### src/rtl/sort_pkg.sv
// Shared types and constants for the sort input loader.
//   WIDTH / DEPTH   : operand width and number of array entries
//   entry_t         : one operand
//   count_t         : number of valid entries, 0..DEPTH
//   loader_state_t  : loader FSM state
package sort_pkg;

  localparam int WIDTH = 4;
  localparam int DEPTH = 8;

  typedef logic [WIDTH-1:0] entry_t;
  typedef logic [3:0]       count_t;

  typedef enum logic {
    COLLECT = 1'b0,
    SORT    = 1'b1
  } loader_state_t;

endpackage

### src/rtl/btn_pulse.sv
// Raw button synchroniser followed by a registered rising-edge detector.
// A press held for any number of cycles yields exactly one 1-cycle pulse,
// asserted SYNC_STAGES+1 clocks after the raw rise.
// Ports:
//   clk     : system clock
//   rst_n   : asynchronous active-low reset
//   i_btn   : raw, asynchronous button level
//   o_pulse : single-cycle pulse per rising edge of i_btn
module btn_pulse #(
  parameter int SYNC_STAGES = 2
) (
  input  logic clk,
  input  logic rst_n,
  input  logic i_btn,
  output logic o_pulse
);

  logic [SYNC_STAGES-1:0] r_sync;
  logic                   r_prev;
  logic                   r_pulse;
  logic                   w_level;

  assign w_level = r_sync[SYNC_STAGES-1];

  always_ff @(posedge clk or negedge rst_n) begin
    if (!rst_n) begin
      r_sync  <= '0;
      r_prev  <= 1'b0;
      r_pulse <= 1'b0;
    end else begin
      r_sync  <= {r_sync[SYNC_STAGES-2:0], i_btn};
      r_prev  <= w_level;
      // Registered so the pulse never has a combinational path from the pin.
      r_pulse <= w_level & ~r_prev;
    end
  end

  assign o_pulse = r_pulse;

endmodule

### src/rtl/sort_input_loader.sv
// Upstream feeder for the sort stage. Collects operands entered on switches
// (one per enter press) into an array filled from the top index down, then
// freezes the array and raises sortEnable on a start press.
//
// state   | meaning
// --------+-----------------------------------------------------------
// COLLECT | accepting entries; start with count >= 1 moves to SORT
// SORT    | array/count frozen, sortEnable/busy high until clear
//
// Ports:
//   clk, rst_n     : clock, asynchronous active-low reset
//   dataIn         : switch value captured on an enter pulse
//   enterBtn       : raw button, capture dataIn
//   startBtn       : raw button, begin sort
//   clearBtn       : raw button, empty buffer and return to COLLECT
//   unsortedArray  : DEPTH entries to the sorter, first entry at DEPTH-1
//   count          : number of valid entries, 0..DEPTH
//   sortEnable     : high while in SORT
//   full           : count == DEPTH
//   busy           : high while in SORT
module sort_input_loader
  import sort_pkg::*;
#(
  parameter int WIDTH       = sort_pkg::WIDTH,
  parameter int DEPTH       = sort_pkg::DEPTH,
  parameter int SYNC_STAGES = 2
) (
  input  logic                        clk,
  input  logic                        rst_n,
  input  logic [WIDTH-1:0]            dataIn,
  input  logic                        enterBtn,
  input  logic                        startBtn,
  input  logic                        clearBtn,
  output logic [DEPTH-1:0][WIDTH-1:0] unsortedArray,
  output logic [3:0]                  count,
  output logic                        sortEnable,
  output logic                        full,
  output logic                        busy
);

  loader_state_t               r_state;
  loader_state_t               w_state_nxt;
  logic [DEPTH-1:0][WIDTH-1:0] r_array;
  logic [DEPTH-1:0][WIDTH-1:0] w_array_nxt;
  count_t                      r_count;
  count_t                      w_count_nxt;

  logic       w_en;
  logic       w_st;
  logic       w_cl;
  logic       w_full;
  logic [2:0] w_wr_idx;

  btn_pulse #(.SYNC_STAGES(SYNC_STAGES)) u_enter (
    .clk     (clk),
    .rst_n   (rst_n),
    .i_btn   (enterBtn),
    .o_pulse (w_en)
  );

  btn_pulse #(.SYNC_STAGES(SYNC_STAGES)) u_start (
    .clk     (clk),
    .rst_n   (rst_n),
    .i_btn   (startBtn),
    .o_pulse (w_st)
  );

  btn_pulse #(.SYNC_STAGES(SYNC_STAGES)) u_clear (
    .clk     (clk),
    .rst_n   (rst_n),
    .i_btn   (clearBtn),
    .o_pulse (w_cl)
  );

  assign w_full = (r_count == count_t'(DEPTH));

  // Entries fill from the top: first at DEPTH-1, next at DEPTH-2, ...
  // Only meaningful while not full.
  assign w_wr_idx = 3'(count_t'(DEPTH - 1) - r_count);

  always_ff @(posedge clk or negedge rst_n) begin
    if (!rst_n) begin
      r_state <= COLLECT;
      r_array <= '0;
      r_count <= '0;
    end else begin
      r_state <= w_state_nxt;
      r_array <= w_array_nxt;
      r_count <= w_count_nxt;
    end
  end

  // Priority: clear, then start, then enter. A start that is honoured
  // drops a same-cycle enter.
  always_comb begin
    w_state_nxt = r_state;
    w_array_nxt = r_array;
    w_count_nxt = r_count;
    if (w_cl) begin
      w_state_nxt = COLLECT;
      w_array_nxt = '0;
      w_count_nxt = '0;
    end else begin
      case (r_state)
        COLLECT: begin
          if (w_st && (r_count != '0)) begin
            w_state_nxt = SORT;
          end else if (w_en && !w_full) begin
            w_array_nxt[w_wr_idx] = dataIn;
            w_count_nxt           = r_count + 4'd1;
          end
        end
        SORT: begin
          w_state_nxt = SORT;
        end
        default: begin
          w_state_nxt = COLLECT;
        end
      endcase
    end
  end

  assign unsortedArray = r_array;
  assign count         = r_count;
  assign full          = w_full;
  assign sortEnable    = (r_state == SORT);
  assign busy          = (r_state == SORT);

endmodule

### config.mk
export PLATFORM = sky130hd
export DESIGN_NAME = sort_input_loader
export DESIGN_NICKNAME = d
export VERILOG_FILES = /design/src/rtl/sort_pkg.sv /design/src/rtl/btn_pulse.sv /design/src/rtl/sort_input_loader.sv
export SDC_FILE = /design/constraint.sdc
export NUM_CORES = 1
export LEC_CHECK = 0
export ABC_CLOCK_PERIOD_IN_PS = 3300
export CELL_PAD_IN_SITES_DETAIL_PLACEMENT = 0
export CELL_PAD_IN_SITES_GLOBAL_PLACEMENT = 1
export CORE_AREA = 3 3 64 90
export CTS_CLUSTER_DIAMETER = 30
export DETAILED_ROUTE_END_ITERATION = 8
export DIE_AREA = 0 0 67 93
export PLACE_DENSITY_LB_ADDON = 0.1
export SYNTH_ARGS = -nofsm -noshare
export SYNTH_HDL_FRONTEND = slang
export SYNTH_SLANG_ARGS = --single-unit
### constraint.sdc
create_clock -name clk -period 3.3 [get_ports clk]
set_input_delay 0.825 -clock clk [delete_from_list [all_inputs] [get_ports clk]]
set_output_delay 0.825 -clock clk [all_outputs]
set_load 0.05 [all_outputs]
=== Word level (Yosys, flattened, before mapping) ===
Index checks and enable logic that the tools add are counted.

* Output and inout bits: 39
* Input bits: 9
* Word-level logic and storage cells: 54
* Register bits after elaboration: 49

* Muxes and demuxes: 14
* $add $sub $neg: 2
* $lt $le $gt $ge: 2
* Eq/ne operators: 3
* Reductions and logical operators: 7
* Bitwise operators: 7

{| class="wikitable"
|+ Operators by type and width
! cell !! count
|-
| 32-bit 2-to-1 mux || 4
|-
| 32-bit bitwise mux || 1
|-
| 4-bit 2-to-1 mux || 5
|-
| 4-bit demux with 3-bit select || 1
|-
| 4-bit by 1-bit adder with 4-bit output (second input constant) || 1
|-
| 4-bit equality test (second input constant) || 1
|-
| 3-bit by 4-bit < comparator with 1-bit output (second input constant) || 1
|-
| 2-bit by 1-bit != test with 1-bit output (second input constant) || 2
|-
| 1-bit NOT || 4
|-
| 4-bit nonzero test || 1
|-
| 1-bit bitwise AND || 3
|-
| 3-bit by 1-bit >= comparator with 1-bit output (second input constant) || 1
|-
| 1-bit logical AND || 3
|-
| 3-bit AND reduction || 1
|-
| 3-bit subtractor (first input constant) || 1
|-
| 1-bit 2-to-1 mux || 2
|-
| 1-bit one-hot mux with 2 select lines || 1
|-
| 2-bit nonzero test || 1
|-
| 1-bit zero test || 1
|}

=== Logic depth before layout (Yosys ltp) ===
Gate-level depths: netlist of run 1.

* Depth after elaboration: 10
* Gate-level depth with buffers: 6
* Mapped depth without buffers: 5

=== Modules after synthesis ===
Synthesis of run 1 repeated with hierarchy kept, for this count alone.

* Cell total of the unflattened synthesis: 166
* Area, all modules: 2048.2 um^2

{| class="wikitable"
|+ By module, submodules not included
! module !! cells each !! instances !! area each (um^2)
|-
| sort_input_loader || 151 || 1 || 1706.6
|-
| btn_pulse || 5 || 3 || 113.9
|}

=== Least setup slack after synthesis of run 1 ===
No wires, ideal clock.

* Path kind: reg2reg
* Start point: register r_count[0], in the netlist count[0]
* End point: register r_count[0], in the netlist count[0]
* Buffers on the path: 1
* Setup time: 125 ps
* Arrival: 2304 ps
* Path slack: 871 ps
* Stages on the path, launching flop included: 7
* Cell sequence: dfrtp_1 > clkbuf_1 > inv_1 > ha_1 > and3b_2 > a2111oi_4 > mux2_4

* Cells in the longest elaborated chain, start to end: 5
* Elaborated cells between the ends (all ways): 13
* Those cells by class: add/sub (1); eq/ne (2); mux (4); reduce/logical (6)

{| class="wikitable"
|+ Ends and longest elaborated chain
! element !! RTL line !! RTL
|-
| from (decl) || sort_input_loader.sv:45 || <nowiki>count_t r_count;</nowiki>
|-
| from (signal assigned) || sort_input_loader.sv:89 || <nowiki>r_count <= w_count_nxt;</nowiki>
|-
| 4-bit equality test || sort_input_loader.sv:75 || <nowiki>assign w_full = (r_count == count_t'(DEPTH));</nowiki>
|-
| net full || sort_input_loader.sv:37 || <nowiki>output logic full,</nowiki>
|-
| 1-bit zero test || sort_input_loader.sv:108 || <nowiki>end else if (w_en && !w_full) begin</nowiki>
|-
| 1-bit logical AND || sort_input_loader.sv:108 ||
|-
| 2-bit nonzero test (no source line) || -- ||
|-
| 3-bit AND reduction (no source line) || -- ||
|}

The timed path passes the listed nets, and every way through them passes these cells. The select of a mux whose other input is x is not followed.
A chain may end at the register's enable or synchronous reset.

=== Worst setup path in the final report of run 1 ===
* Start point: register r_count[0], in the netlist count[0]
* End point: output full

* Cells in the longest elaborated chain, start to end: 1

{| class="wikitable"
|+ Ends and longest elaborated chain
! element !! RTL line
|-
| 4-bit equality test || sort_input_loader.sv:75
|-
| to (decl) || sort_input_loader.sv:37
|}

Every way passes these cells.

==> results list, run 1 <==
- Proportion of layout cells with a drive suffix above 1: 0.06512
- The final number of max-transition violations is 0.
* Ranking of synthesized cells by area: sky130_fd_sc_hd__dfrtp_1, sky130_fd_sc_hd__mux2i_1, sky130_fd_sc_hd__nand2_1, sky130_fd_sc_hd__nor2b_1, sky130_fd_sc_hd__nand3_1
- PostCTS Resize Cnt: 0
- Total die area: 0.006231 mm^2
- Post-CTS timing repair inserted 0 buffers for setup.
* Number of buffers inserted for hold repair after clock tree synthesis: 0
* Number of buffers inserted by port buffering: 47
- Worst slack, placed: 0.5812 ns
- By count the netlist is led by sky130_fd_sc_hd__dfrtp_1, sky130_fd_sc_hd__nand2_1, sky130_fd_sc_hd__mux2i_1, sky130_fd_sc_hd__nand3_1.
- In the routed design, unresolved DRC markers number 0.
- FP Rows: 31
* WL/cell: 15.84 um
- The run finished with clean final reports.
* Final sum of negative setup slack: 0 ns
- Routability-driven placement finished with a final weighted congestion of 0.8182.
* Latest clock arrival within the worst-skew pair: 0.29 ns
- Via density per instance: 4.972
* Start-to-end type of the worst setup path: reg -> out
- Before antenna repair, the detailed router went through 4 iterations.
* Number of enable-type register cells in the synthesized netlist: 0
- Highest achievable clock rate: 326.5 MHz
- H-tree depth: 2
- Clock-pin slew was measured on the worst setup and hold paths at 0.09 ns.
* Wire length of the first global-routing pass: 7534 um
- Die boundary height: 93 um
- Of the synthesized area, sequential elements account for 0.6023.
* Vias post-DR: 1397
* I/O pin cnt: 48
* Clock tree from TritonCTS: built
* Horizontal die dimension: 67 um
- # setup viols final: 0
- CP max FO: 11
- Longest Clk Path Bufs: 2
* Area of the core region: 0.005120 mm^2
* Cell type contributing the most total cell area after synthesis: sky130_fd_sc_hd__dfrtp_1
- Cells after Synth: 168
* Maxcap violations: 0
* Power density relative to cell area: 597.7 mW/mm^2
* Count of final hold-check violations: 0
* Leakage: 1.313 nW
* Maximum vdd drop: 0.0003424 V
- Counting every net in the synthesized netlist gives 179.
- Pwr Total: 0.001570 W
- Initial standard-cell utilization of the core: 0.3976
* GR peak layer: met2
* Final layout net count: 227
- Initial antenna violation count: 0
* Slew of the pin with the lowest slew margin: 1.070 ns
* RSZ-0062 raised after global routing: false
- Worst clock skew on the final layout: 0.008191 ns
* Maximum number of pins on one net before global-route repair: 50
- Commonest register cell after synthesis: sky130_fd_sc_hd__dfrtp_1
- In the global route stage, met3 resource usage came out at 0.03606.
- Most numerous cell in the Yosys netlist: sky130_fd_sc_hd__dfrtp_1
* Data arrival time of the critical path: 2.24 ns
- Overall track demand over capacity in global routing: 0.1592
- Setup crit end kind: output port
* Sinks on Clock Net: 49
* Residual antenna-violating net count after detailed routing: 0
* DRC marker count from the first detailed-route iteration: 50
- The cell area that synthesis handed to floorplanning was 0.002036 mm^2.
- In the synthesized netlist the async set-or-reset flop fraction comes to 1.000.
- For met1 alone, demand over resource in global routing was 0.2179.
- Total wire length after detailed routing: 4450 um
- The worst setup path is launched from a flip-flop.
- Overflow left after global routing: 0
- Counting the buffers created by CTS gives 5.
- Half-perimeter wire length of the detailed placement result: 3119 um
- Antenna diode count: 0
- Crit path setup slack, layout: 0.2369 ns
- Vias in the first global route: 1470
- Clock root cell: sky130_fd_sc_hd__clkbuf_8
- For this run, global-route usage on met2 was measured as 0.2486.
- Synth Register Bits: 49
- Worst slew margin: 0.2865
- Worst hold path type: reg -> reg
* Yosys synthesis warning count: 0
* Shortest clock period the worst path allows after layout: 3.063 ns
* Average instance area after synthesis: 12.12 um^2
* Area share of the largest cell type after synthesis: 0.6023
- Synthesis-to-layout area growth: 29.01%
- For the worst setup path, the data required time is 2.47 ns.
- Final critical-path share of the clock period: 0.9282
- The netlist uses 24 different library cells.
==> worst max-delay path, cell delays in order (launching register included) <==
cell	delay [ns]
sky130_fd_sc_hd__dfrtp_1	0.50
sky130_fd_sc_hd__inv_1	0.16
sky130_fd_sc_hd__ha_1	0.23
sky130_fd_sc_hd__and3b_2	0.25
sky130_fd_sc_hd__clkdlybuf4s50_1	0.81
==> where the power goes <==
part,leakage (nW),internal (W),switching (W)
combinational,0.619,0.000180,0.000337
sequential,0.655,0.000658,0.0000718
clock,0.0399,0.000140,0.000183
total,1.31,0.000978,0.000592
==> stage by stage <==
| stage | cells | cell area [um^2] | hold slack [ns] | utilization |
|---|---|---|---|---|
| after floorplan | 168 | 2036 | 0.3312 | - |
| after global placement | 275 | 2552 | 0.3339 | 0.4985 |
| after detailed placement | 275 | 2552 | 0.3371 | 0.4985 |
| after CTS | 281 | 2626 | 0.3564 | 0.5130 |
| after global routing | 281 | 2626 | 0.3615 | 0.5130 |
| final | 281 | 2626 | 0.3544 | 0.5130 |
==> routing by layer <==
layer / up-vias / share of wire
met5: - / 0
met2: 33 / 0.50
met4: 0 / 0.013
met3: 5 / 0.047
li1: 657 / -
met1: 702 / 0.44
==> worst paths after layout <==
kind                                         from           endpoint  slack (ns)  depth (start not counted)
worst max-delay path                     count[0]               full        0.24                          4
worst min-delay path            u_clear.r_sync[0]  u_clear.r_sync[1]        0.35                          0
worst max register to register           count[0]           count[0]        1.26                          5
worst min register to register  u_clear.r_sync[0]  u_clear.r_sync[1]        0.35                          0
max in group asynchronous                   rst_n   unsortedArray[9]        1.91                          1
min in group asynchronous                   rst_n    u_start.o_pulse        0.72                          1
==> cells in the final DEF, fill, tap and decap left out <==
master                            instances
sky130_fd_sc_hd__mux2_4                   1
sky130_fd_sc_hd__dfrtp_1                 49
sky130_fd_sc_hd__clkinv_2                 1
sky130_fd_sc_hd__clkdlybuf4s50_1         46
sky130_fd_sc_hd__a2111o_1                 1
sky130_fd_sc_hd__inv_1                    5
sky130_fd_sc_hd__nand3_1                  6
sky130_fd_sc_hd__nor4b_1                  2
sky130_fd_sc_hd__ha_1                     2
sky130_fd_sc_hd__a21oi_1                  2
sky130_fd_sc_hd__mux2_2                   1
sky130_fd_sc_hd__buf_2                    1
sky130_fd_sc_hd__mux2i_1                 34
sky130_fd_sc_hd__buf_4                    1
sky130_fd_sc_hd__nand2_1                 40
sky130_fd_sc_hd__and3_1                   2
sky130_fd_sc_hd__a2111oi_4                1
sky130_fd_sc_hd__o21ai_0                  2
sky130_fd_sc_hd__nor2b_1                  5
sky130_fd_sc_hd__clkbuf_8                 5
sky130_fd_sc_hd__nand3b_1                 1
sky130_fd_sc_hd__nor2_1                   3
sky130_fd_sc_hd__and3b_2                  1
sky130_fd_sc_hd__and4bb_2                 2
sky130_fd_sc_hd__nand2b_1                 1
==> logic make-up (layout without fill, tap and decap cells) <==
family | after synthesis | after routing | synth area share
buf+inv | 12 | 59 | 0.02827
flops | 49 | 49 | 0.6023
compound gates | 6 | 6 | 0.02889
fa+ha+maj | 2 | 2 | 0.01229
mux | 36 | 36 | 0.1801
simple gates | 63 | 63 | 0.1481
==> final cells by class <==
cell class,instances,area (um^2)
inverter,5,18.77
sequential,49,1226
multi-input combinational,107,752.0
clock inverter,1,5.005
clock buffer,5,68.82
tap,66,82.58
fill,507,2494
timing repair buffer,48,473.0
==> state kept, by name (all words and copies together) (netlist names), 2 cells and up <==
name            cells
unsortedArray      32
u_start.r_sync      2
u_clear.r_sync      2
count               4
u_enter.r_sync      2
Power figures use the tool's default switching activity.
==> inputs of run 2 (changes only) <==
- SKIP_LAST_GASP: default -> 1
==> results of run 2 <==
Final layout, timing and power as in run 1 (identical DEF).
==> edit, RTL diff (settings of run 1) <==
The package constant `DEPTH` goes from 8 to 4.
--- a/src/rtl/sort_pkg.sv
+++ b/src/rtl/sort_pkg.sv
@@ -6,7 +6,7 @@
 package sort_pkg;
 
   localparam int WIDTH = 4;
-  localparam int DEPTH = 8;
+  localparam int DEPTH = 4;
 
   typedef logic [WIDTH-1:0] entry_t;
   typedef logic [3:0]       count_t;
Ports: changed (resized unsortedArray); port bits go from 48 to 32. No check against the original RTL was run, so the function may have changed too.
==> edit against run 1 <==
Sequential cell count fell by 16; die area did not move; final cell count fell by 22%; area after synthesis fell by 30%; register-to-register slack improved by 0.22 ns; power fell by 3.5%; final area fell by 26%; largest cell class unchanged; setup slack improved by 0.10 ns; wire length fell by 30%; core utilization fell by 14 points.
==> edit: results (changes against run 1) <==
CP max FO -> 6 (-5)
Synth Net Count -> 132 (-26%)
fraction of layout cells with a size suffix above 1 -> 0.0844 (+0.0193)
placed cell count -> 212 (-23%)
Max VDD drop -> 0.286 mV (-16%)
WHS -> 0.353 ns (-0.00110 ns)
wire per inst -> 14.2 µm (-10%)
Syn Inst Count -> 118 (-30%)
Critical R2R Launch -> count[0]
vias in the first global route -> 1051 (-29%)
clock slew at reported path FFs -> 0.07 ns (-0.02 ns)
status -> finished, final reports clean
DPL Wire Length -> 2250 µm (-28%)
Clock Skew -> 0.00550 ns (-0.00270 ns)
P_leak -> 0.000860 µW (-35%)
Global Route Usage Sum -> 0.114 (-0.0457)
routed wire length -> 3130 µm (-30%)
r2r setup slk -> 1.48 ns (+0.22 ns)
crit path DAT -> 2.13 ns (-0.11 ns)
Port Buffers -> 31 (-34%)
net switching power -> 592 µW (about the same)
Worst Hold End -> u_start.r_sync[1]
NumNets Final -> 167 (-26%)
DRT iter0 DRCs -> 35 (-30%)
pre-CTS setup slack -> 0.627 ns (+0.0457 ns)
top post-synthesis cells by area -> dfrtp_1 (58%), mux2i_1 (9.1%), nand2b_1 (8.7%)
Post-synth ARST share -> 1.00 (unchanged)
Largest register FFs -> 16 (-50%)
first-pass GRT wire length -> 5270 µm (-30%)
Via-to-Cell Ratio -> 4.40 (-11%)
Yosys cell types -> 25 (+4.2%)
Synth top cells by count -> dfrtp_1 (33), nand2b_1 (20), mux2i_1 (13)
RD Place Congestion -> 0.733 (-10%)
Fillers -> 526 (+3.7%)
Rel. slew slack -> 0.490 (+0.204)
post-CTS sizing -> 0 (unchanged)
==> edit: cell count changes after synthesis, sizes merged, moves of 3 or more <==
cell,change
mux2i,-21
ha,+3
a21oi,+4
dfrtp,-16
nand2b,+19
o21ai,+4
nand2,-40
==> edit: worst max path at each step <==
stage / end / slack [ns]
5_1_grt: full / 0.21
3_5_place_dp: full / 0.63
3_3_place_gp: full / 0.68
2_1_floorplan: full / 0.98
4_1_cts: full / 0.32
6_report: full / 0.34
==> edit: layout make-up <==
class,count,area (µm²),area share
clock buffers,6,82.6,0.0427
inverters,6,22.5,0.0116
well taps,66,82.6,0.0427
repair buffers,32,318,0.164
clock inverters,2,37.5,0.0194
multi-input cells,75,566,0.292
flip-flops and latches,33,826,0.427
==> edit: power groups by stage <==
stage	clock network, µW	logic, µW	registers, µW
2_1_floorplan	0	220	716
3_3_place_gp	0	603	533
6_report	392	592	530
3_5_place_dp	0	598	539
5_1_grt	424	641	541
4_1_cts	404	602	532
==> edit: cells by family after synthesis <==
group,synth area share
compound gates,0.0830
fa+ha+maj,0.0437
buf+inv,0.0288
flops,0.576
mux,0.107
simple gates,0.162
==> edit: through the flow <==
step	total power, µW	instance area, µm²	util
2_1_floorplan	936	1430	-
3_3_place_gp	1140	1810	0.354
3_5_place_dp	1140	1810	0.354
4_1_cts	1540	1930	0.378
5_1_grt	1610	1930	0.378
6_report	1510	1930	0.378
==> edit: routing by layer <==
| layer | wire length (µm) | GRT usage | vias to the layer above |
|---|---|---|---|
| met5 | 0 | 0 | - |
| met4 | 59 | 0.0508 | 0 |
| met3 | 135 | 0.0300 | 5 |
| met2 | 1510 | 0.173 | 28 |
| met1 | 1430 | 0.149 | 467 |
| li1 | - | - | 469 |
